[config.mk]
export PLATFORM = sky130hd
export DESIGN_NAME = genius_pixel_gen_flat
export DESIGN_NICKNAME = d
export VERILOG_FILES = /design/src/rtl/genius_pixel_gen_if.sv /design/src/rtl/genius_pixel_gen.sv /design/src/flat_wrapper.sv
export SDC_FILE = /design/constraint.sdc
export NUM_CORES = 1
export LEC_CHECK = 0
export ABC_AREA = 1
export ABC_CLOCK_PERIOD_IN_PS = 2200
export BUFFER_PORTS_ARGS = -buffer_cell sky130_fd_sc_hd__buf_2
export CAP_MARGIN = 20
export CORE_MARGIN = 8
export CORE_UTILIZATION = 46
export CTS_BUF_LIST = sky130_fd_sc_hd__clkbuf_4
export DETAILED_ROUTE_END_ITERATION = 8
export PLACE_DENSITY_LB_ADDON = 0.25
export SLEW_MARGIN = 20
export SYNTH_ARGS = -nofsm -noshare
export SYNTH_HDL_FRONTEND = slang
export SYNTH_SLANG_ARGS = --single-unit
export TNS_END_PERCENT = 100
[constraint.sdc]
create_clock -name VGA_CLK -period 2.2 [get_ports VGA_CLK]
set_input_delay 0.44 -clock VGA_CLK [delete_from_list [all_inputs] [get_ports VGA_CLK]]
set_output_delay 0.44 -clock VGA_CLK [all_outputs]
set_load 0.02 [all_outputs]
[src/rtl/genius_pixel_gen_if.sv]
// genius_pixel_gen_if: window strobe, pad requests, pixel colour and frame tick between the VGA controller side and the pixel generator
interface genius_pixel_gen_if;
  logic        DISP_EN;
  logic [3:0]  LIGHT;
  logic [23:0] RGB;
  logic        FRAME_TICK;
  modport master (output DISP_EN, LIGHT, input RGB, FRAME_TICK);
  modport slave (input DISP_EN, LIGHT, output RGB, FRAME_TICK);
endinterface

[src/rtl/genius_pixel_gen.sv]
// genius_pixel_gen: renders the four Genius pads in the game window, latching pad states once per frame; GENIUS_BORDER_EN adds a black separating cross
module genius_pixel_gen #(
  parameter int G_HS = 360,
  parameter int G_VS = 360,
  parameter int FRAME_GAP = 1024
`ifdef GENIUS_BORDER_EN
  , parameter int BORDER = 8
`endif
) (
  input logic VGA_CLK,
  input logic RESET,
  genius_pixel_gen_if.slave pix
);
  localparam int GW = $clog2(FRAME_GAP + 1);
  logic [8:0] x_q, x_d, y_q, y_d;
  logic [GW-1:0] gap_q, gap_d;
  logic [3:0] light_q, light_d;
  logic tick_q, tick_d;
  logic last_x, last_y;
  logic [1:0] idx;
  logic [7:0] lvl;
  logic [23:0] pad_rgb;
  logic border;
  always_ff @(posedge VGA_CLK) begin
    if (RESET) begin
      x_q <= '0;
      y_q <= '0;
      gap_q <= '0;
      light_q <= '0;
      tick_q <= 1'b0;
    end else begin
      x_q <= x_d;
      y_q <= y_d;
      gap_q <= gap_d;
      light_q <= light_d;
      tick_q <= tick_d;
    end
  end
  assign last_x = x_q == 9'(G_HS - 1);
  assign last_y = y_q == 9'(G_VS - 1);
  // Only a gap longer than any line gap resyncs position and samples the pads
  always_comb begin
    x_d = x_q;
    y_d = y_q;
    gap_d = gap_q;
    light_d = light_q;
    tick_d = 1'b0;
    if (pix.DISP_EN) begin
      x_d = last_x ? '0 : x_q + 9'd1;
      y_d = !last_x ? y_q : last_y ? '0 : y_q + 9'd1;
      gap_d = '0;
    end else if (gap_q != GW'(FRAME_GAP)) begin
      gap_d = gap_q + GW'(1);
      if (gap_q == GW'(FRAME_GAP - 1)) begin
        x_d = '0;
        y_d = '0;
        light_d = pix.LIGHT;
        tick_d = 1'b1;
      end
    end
  end
  assign idx = {y_q >= 9'(G_VS / 2), x_q >= 9'(G_HS / 2)};
  assign lvl = light_q[idx] ? 8'hFF : 8'h40;
  always_comb begin
    pad_rgb = (idx == 2'd0) ? {8'h00, lvl, 8'h00} :
              (idx == 2'd1) ? {lvl, 16'h0000} :
              (idx == 2'd2) ? {lvl, lvl, 8'h00} : {16'h0000, lvl};
  end
`ifdef GENIUS_BORDER_EN
  assign border = (x_q >= 9'(G_HS / 2 - BORDER / 2) && x_q < 9'(G_HS / 2 + BORDER / 2)) ||
                  (y_q >= 9'(G_VS / 2 - BORDER / 2) && y_q < 9'(G_VS / 2 + BORDER / 2));
`else
  assign border = 1'b0;
`endif
  assign pix.RGB = (pix.DISP_EN && !border) ? pad_rgb : 24'h000000;
  assign pix.FRAME_TICK = tick_q;
endmodule

[src/flat_wrapper.sv]
// flat-port wrapper written by rule: the top's interface ports become plain ports
module genius_pixel_gen_flat 
#(
  parameter int G_HS = 360,
  parameter int G_VS = 360,
  parameter int FRAME_GAP = 1024

)
  (VGA_CLK, RESET, pix_DISP_EN, pix_LIGHT, pix_RGB, pix_FRAME_TICK);
  genius_pixel_gen_if pix_i ();
  input logic VGA_CLK;
  input logic RESET;
  input wire logic [$bits(pix_i.DISP_EN)-1:0] pix_DISP_EN;
  input wire logic [$bits(pix_i.LIGHT)-1:0] pix_LIGHT;
  output wire logic [$bits(pix_i.RGB)-1:0] pix_RGB;
  output wire logic [$bits(pix_i.FRAME_TICK)-1:0] pix_FRAME_TICK;
  assign pix_i.DISP_EN = pix_DISP_EN;
  assign pix_i.LIGHT = pix_LIGHT;
  assign pix_RGB = pix_i.RGB;
  assign pix_FRAME_TICK = pix_i.FRAME_TICK;
  genius_pixel_gen #(.G_HS(G_HS), .G_VS(G_VS), .FRAME_GAP(FRAME_GAP)) u_core (.VGA_CLK(VGA_CLK), .RESET(RESET), .pix(pix_i));
endmodule
; Word level (Yosys, flattened, before mapping)
; Cells that the tools add are included.
[op_classes]
n_bitwise = 2
n_lt_le_gt_ge = 3
addsub = 3
n_reduce_logical = 8
mux = 15
n_eq_ne = 7
[op_table]
columns = cell, n
row1 = $mux W24, 4
row2 = $mux W9, 7
row3 = $add A9 B1 Y9 const B, 2
row4 = $eq A9 B9 Y1 const B, 2
row5 = $ge A9 B8 Y1 const B, 2
row6 = $add A11 B1 Y11 const B, 1
row7 = $eq A11 B10 Y1 const B, 1
row8 = $ne A11 B11 Y1 const B, 1
row9 = $mux W8, 1
row10 = $reduce_and A3 Y1, 2
row11 = $reduce_bool A2 Y1, 2
row12 = $lt A2 B3 Y1 const B, 1
row13 = $reduce_or A3 Y1, 1
row14 = $bmux W1 S2, 1
row15 = $eq A2 B1 Y1 const B, 1
row16 = $eq A2 B2 Y1 const B, 1
row17 = $logic_not A2 Y1, 1
row18 = $mux W1, 2
row19 = $ne A2 B1 Y1 const B, 1
row20 = $not A1 Y1, 2
row21 = $reduce_and A2 Y1, 1
row22 = $reduce_or A2 Y1, 1
[totals]
out_inout_bits = 25
inputBits = 7
regBits = 34
word_cells = 43

; Longest topological paths before layout
[depth]
depth_word = 8
depth_mapped = 11
depth_no_buf = 10

; Least setup slack after synthesis
; No wires, ideal clock.
[synth_timing]
kind = reg-to-output
start = register u_core.x_q[4]
end = output port pix_RGB[1]
path_stages_with_launch = 11
arrival_ps = 1923
path_slack_ps = -163
path_cell_list = dfxtp_1 -> nand2_1 -> inv_1 -> nand3_1 -> nand2_2 -> inv_1 -> ha_1 -> nor2_1 -> nand3_1 -> nor2_1 -> buf_4
[synth_via]
elab_chain_len = 8
[synth_lines]
columns = item, line
row1 = from (decl), genius_pixel_gen.sv:15  ; logic [8:0] x_q, x_d, y_q, y_d;
row2 = from (signal assigned), genius_pixel_gen.sv:26  ; x_q <= '0;
row3 = from (signal assigned), genius_pixel_gen.sv:32  ; x_q <= x_d;
row4 = $ge A9 B8 Y1 (*), genius_pixel_gen.sv:62  ; assign idx = {y_q >= 9'(G_VS / 2), x_q >= 9'(G_HS / 2)};
row5 = $bmux W1 S2, genius_pixel_gen.sv:63  ; assign lvl = light_q[idx] ? 8'hFF : 8'h40;
row6 = $mux W1 (not written as such), genius_pixel_gen.sv:63
row7 = $mux W8, genius_pixel_gen.sv:63
row8 = $mux W24, genius_pixel_gen.sv:67  ; (idx == 2'd2) ? {lvl, lvl, 8'h00} : {16'h0000, lvl};
row9 = $mux W24, genius_pixel_gen.sv:66  ; (idx == 2'd1) ? {lvl, 16'h0000} :
row10 = $mux W24 (*), genius_pixel_gen.sv:65  ; pad_rgb = (idx == 2'd0) ? {8'h00, lvl, 8'h00} :
row11 = $mux W24 (*), genius_pixel_gen.sv:75  ; assign pix.RGB = (pix.DISP_EN && !border) ? pad_rgb : 24'h000000;
row12 = to (decl), flat_wrapper.sv:15  ; output wire logic [$bits(pix_i.RGB)-1:0] pix_RGB;
; Every way passes the cells marked *; elsewhere a longest branch is shown, timed or not. The select of a mux whose other input is x is not followed.

; Worst setup path after layout
[layout_timing]
start = register u_core.y_q[6]
end = output port pix_RGB[17]
[layout_via]
elab_chain_len = 8
[layout_lines]
columns = item, line
row1 = from (decl), genius_pixel_gen.sv:15
row2 = from (signal assigned), genius_pixel_gen.sv:33  ; y_q <= y_d;
row3 = $ge A9 B8 Y1 (*), genius_pixel_gen.sv:62
row4 = $bmux W1 S2, genius_pixel_gen.sv:63
row5 = $mux W1 (not written as such), genius_pixel_gen.sv:63
row6 = $mux W8, genius_pixel_gen.sv:63
row7 = $mux W24, genius_pixel_gen.sv:67
row8 = $mux W24, genius_pixel_gen.sv:66
row9 = $mux W24 (*), genius_pixel_gen.sv:65
row10 = $mux W24 (*), genius_pixel_gen.sv:75
; Marked as above.

==> impl_metrics.yaml <==
power:
  powerDensity_nw_per_um2: 435
  vdd_drop_max_uv: 291
  leakage_uw: 0.00124
clocking:
  cts_buffer_depth: 2
  tritoncts: "built"
  cts.sinks: 34
  h-tree-depth: 2
  insertion_delay_ns: 0.34
  clk_pin_slew_ns: 0.12
  cts-root-buf: "clkbuf_4"
  cts_made_buffers: 5
worst_setup_path:
  critical_path_required_ns: 1.76
  start_kind: "flip-flop"
  worstSetupPathType: "flip-flop to primary output"
  arrival_ns: 1.93
  crit_fanout: 7
  crit_path_end_kind: "primary output"
finish:
  antenna-diode-count: 0
  syn_to_final_growth_pct: 27.4
  multiInputGateArea_sq_um: 1360
  drive_above_1_share: 0.314
  fin_nets: 405
  seq_area_sq_um: 694
  fillers: 410
route:
  drt_iter0_drc: 116
  vias_per_cell: 4.86
  vias: 2218
  postRouteAntennaNets: 0
  wire_per_inst_microns: 12.5
  dr.pass1.iters: 4
  routed_wl_microns: 5680
  drc_errors: 0
logic_synthesis:
  yosysWarnings: 0
  ys_top_cells_by_area: "dfxtp_1 30%, nand2_1 13%, nor2_1 9.5%"
  netlist_top_cells_count: "79 x nand2_1, 57 x nor2_1, 47 x inv_1"
  synth_top_area_share: 0.302
  ys_ff_latch: 34
  netlist_area_sq_um: 2250
  avgSynthCellArea_sq_um: 6.45
  async_flop_share: 0
  syn_inst: 349
  netlist-cell-type-count: 27
  synthesis.nets: 366
  synth.most_common_cell: "nand2_1"
  seq_area_frac_synth: 0.302
  ys.flop_type: "dfxtp_1"
  synth_enable_flop_cells: 0
  synth_top_cell_by_area: "dfxtp_1"
die:
  core_sq_um: 4720
  rows: 25
  die_area_sq_um: 7390
  die_w_microns: 86.0
  io_pins: 32
  initial_core_util: 0.477
  die_y_microns: 86.0
grt:
  grt_pass1_wl_microns: 8810
  antenna_found_initial: 0
  grt_max_degree: 16
  gr-total-overflow: 0
  gr-usage-all-layers: 0.142
  grt_pass1_vias: 2038
sta:
  fin_setup_tns_ns: -3.06
  relSlewSlack: 0.734
  fin_ws_ns: -0.167
  grt_setup_unrepaired: "yes"
  fin_skew_ns: 0.0154
  hold_slack_ns: 0.345
  timing_hold_violations_final: 0
  slew_violations: 0
  setup_viol: 21
  max_freq_mhz: 422
  worstMarginPinSlew_ns: 0.398
  period_minus_slack_ns: 2.37
  period_share: 1.08
placed_design:
  numPortBuffers: 31
  gp_congestion: 0.855
  hpwlAfterDp_microns: 3650
status:
  violations: "setup timing"
  outcome: "finished, violations left"
worst_hold_path:
  hold_path_class: "input port to flip-flop"
flow_run:
  max-cap-violations: 0
==> state kept, by name, indices dropped and copies added, names as in the netlist <==
register               count
u_core.x_q                 9
u_core.light_q             4
u_core.gap_q              11
u_core.pix.FRAME_TICK      1
u_core.y_q                 9
==> worst paths after layout <==
kind                            depth (start not counted)                           start                             end  slack, ns
worst max-delay path                                   11      u_core.y_q[6]$_SDFFE_PP0P_                     pix_RGB[17]      -0.17
worst min-delay path                                    3                    pix_LIGHT[3]  u_core.light_q[3]$_SDFFE_PP0P_       0.34
worst max register to register                          8    u_core.gap_q[1]$_SDFFE_PP0N_      u_core.y_q[0]$_SDFFE_PP0P_       0.59
worst min register to register                          2  u_core.light_q[0]$_SDFFE_PP0P_  u_core.light_q[0]$_SDFFE_PP0P_       0.48
==> routing by layer <==
metal  up-vias  track usage  part of all wire
met1      1016        0.164              0.44
met3         6       0.0401             0.045
met5         -            0                 0
li1       1153            -                 -
met4         0       0.0382             0.010
met2        43        0.248              0.50
==> report_power, final <==
| group | internal (uW) | switching, uW |
|---|---|---|
| registers | 624 | 9.49 |
| logic | 54.9 | 93.5 |
| clock network | 236 | 229 |
| total | 914 | 332 |
==> critical path, stage by stage (launching register included) <==
cell	delay (ns)
dfxtp_2	0.36
inv_2	0.05
nand2_1	0.06
nor2_1	0.08
nand2_1	0.07
nand2_2	0.10
buf_6	0.14
ha_4	0.14
nor2_4	0.04
buf_4	0.14
nor2_4	0.24
buf_6	0.16
==> cell usage in the layout, fill, tap and decap left out, drive strengths merged <==
| cell type | synthesis | routed |
|---|---|---|
| clkbuf | 4 | 5 |
| clkinv | 0 | 2 |
| ha | 10 | 10 |
| bufinv | 0 | 1 |
| nand3b | 1 | 1 |
| o21ai | 9 | 9 |
| o21a | 1 | 1 |
| nor3 | 4 | 4 |
| inv | 48 | 48 |
| nand3 | 36 | 36 |
| nor2 | 62 | 62 |
| o21bai | 1 | 1 |
| xor2 | 4 | 4 |
| or2 | 2 | 2 |
| nand4 | 8 | 8 |
| buf | 20 | 56 |
| dfxtp | 34 | 34 |
| a21oi | 19 | 19 |
| nand2 | 86 | 86 |
==> cell families (layout without fill, tap and decap cells) <==
kind of cell	after synthesis	after routing	share of synthesized area
AO/OA/AOI/OAI	30	30	0.0689
adder cells (fa/ha/maj)	10	10	0.0556
buffers and inverters	72	112	0.157
flip-flops	34	34	0.302
AND/OR/NAND/NOR	199	199	0.401
XOR/XNOR	4	4	0.0156
==> through the flow <==
| step | util | power (uW) | instance area, sq um | setup WS (ns) | cells |
|---|---|---|---|---|---|
| finish | 0.607 | 1250 | 2870 | -0.167 | 456 |
| floorplan | - | 740 | 2250 | -0.163 | 349 |
| CTS | 0.584 | 1250 | 2760 | -0.128 | 451 |
| global route | 0.607 | 1300 | 2870 | -0.293 | 456 |
| detailed placement | 0.506 | 766 | 2390 | -0.00149 | 432 |
| global placement | 0.506 | 765 | 2390 | 0.0679 | 432 |
==> layout make-up <==
type                       instances  share of cell area
sequential                        34               0.242
clock inverter                     3              0.0140
tap                               67              0.0292
timing repair buffer              56               0.164
multi-input combinational        243               0.474
clock buffer                       5              0.0131
inverter                          48              0.0637
==> timing repair <==
item,in CTS,in global routing
endpoints found under the setup margin,21,23
hold buffers,0,0
cloned,0,0
pin swaps,14,8
buffers inserted,11,6
resized for setup,69,23
Note: power is estimated with default switching activity, not from simulation.
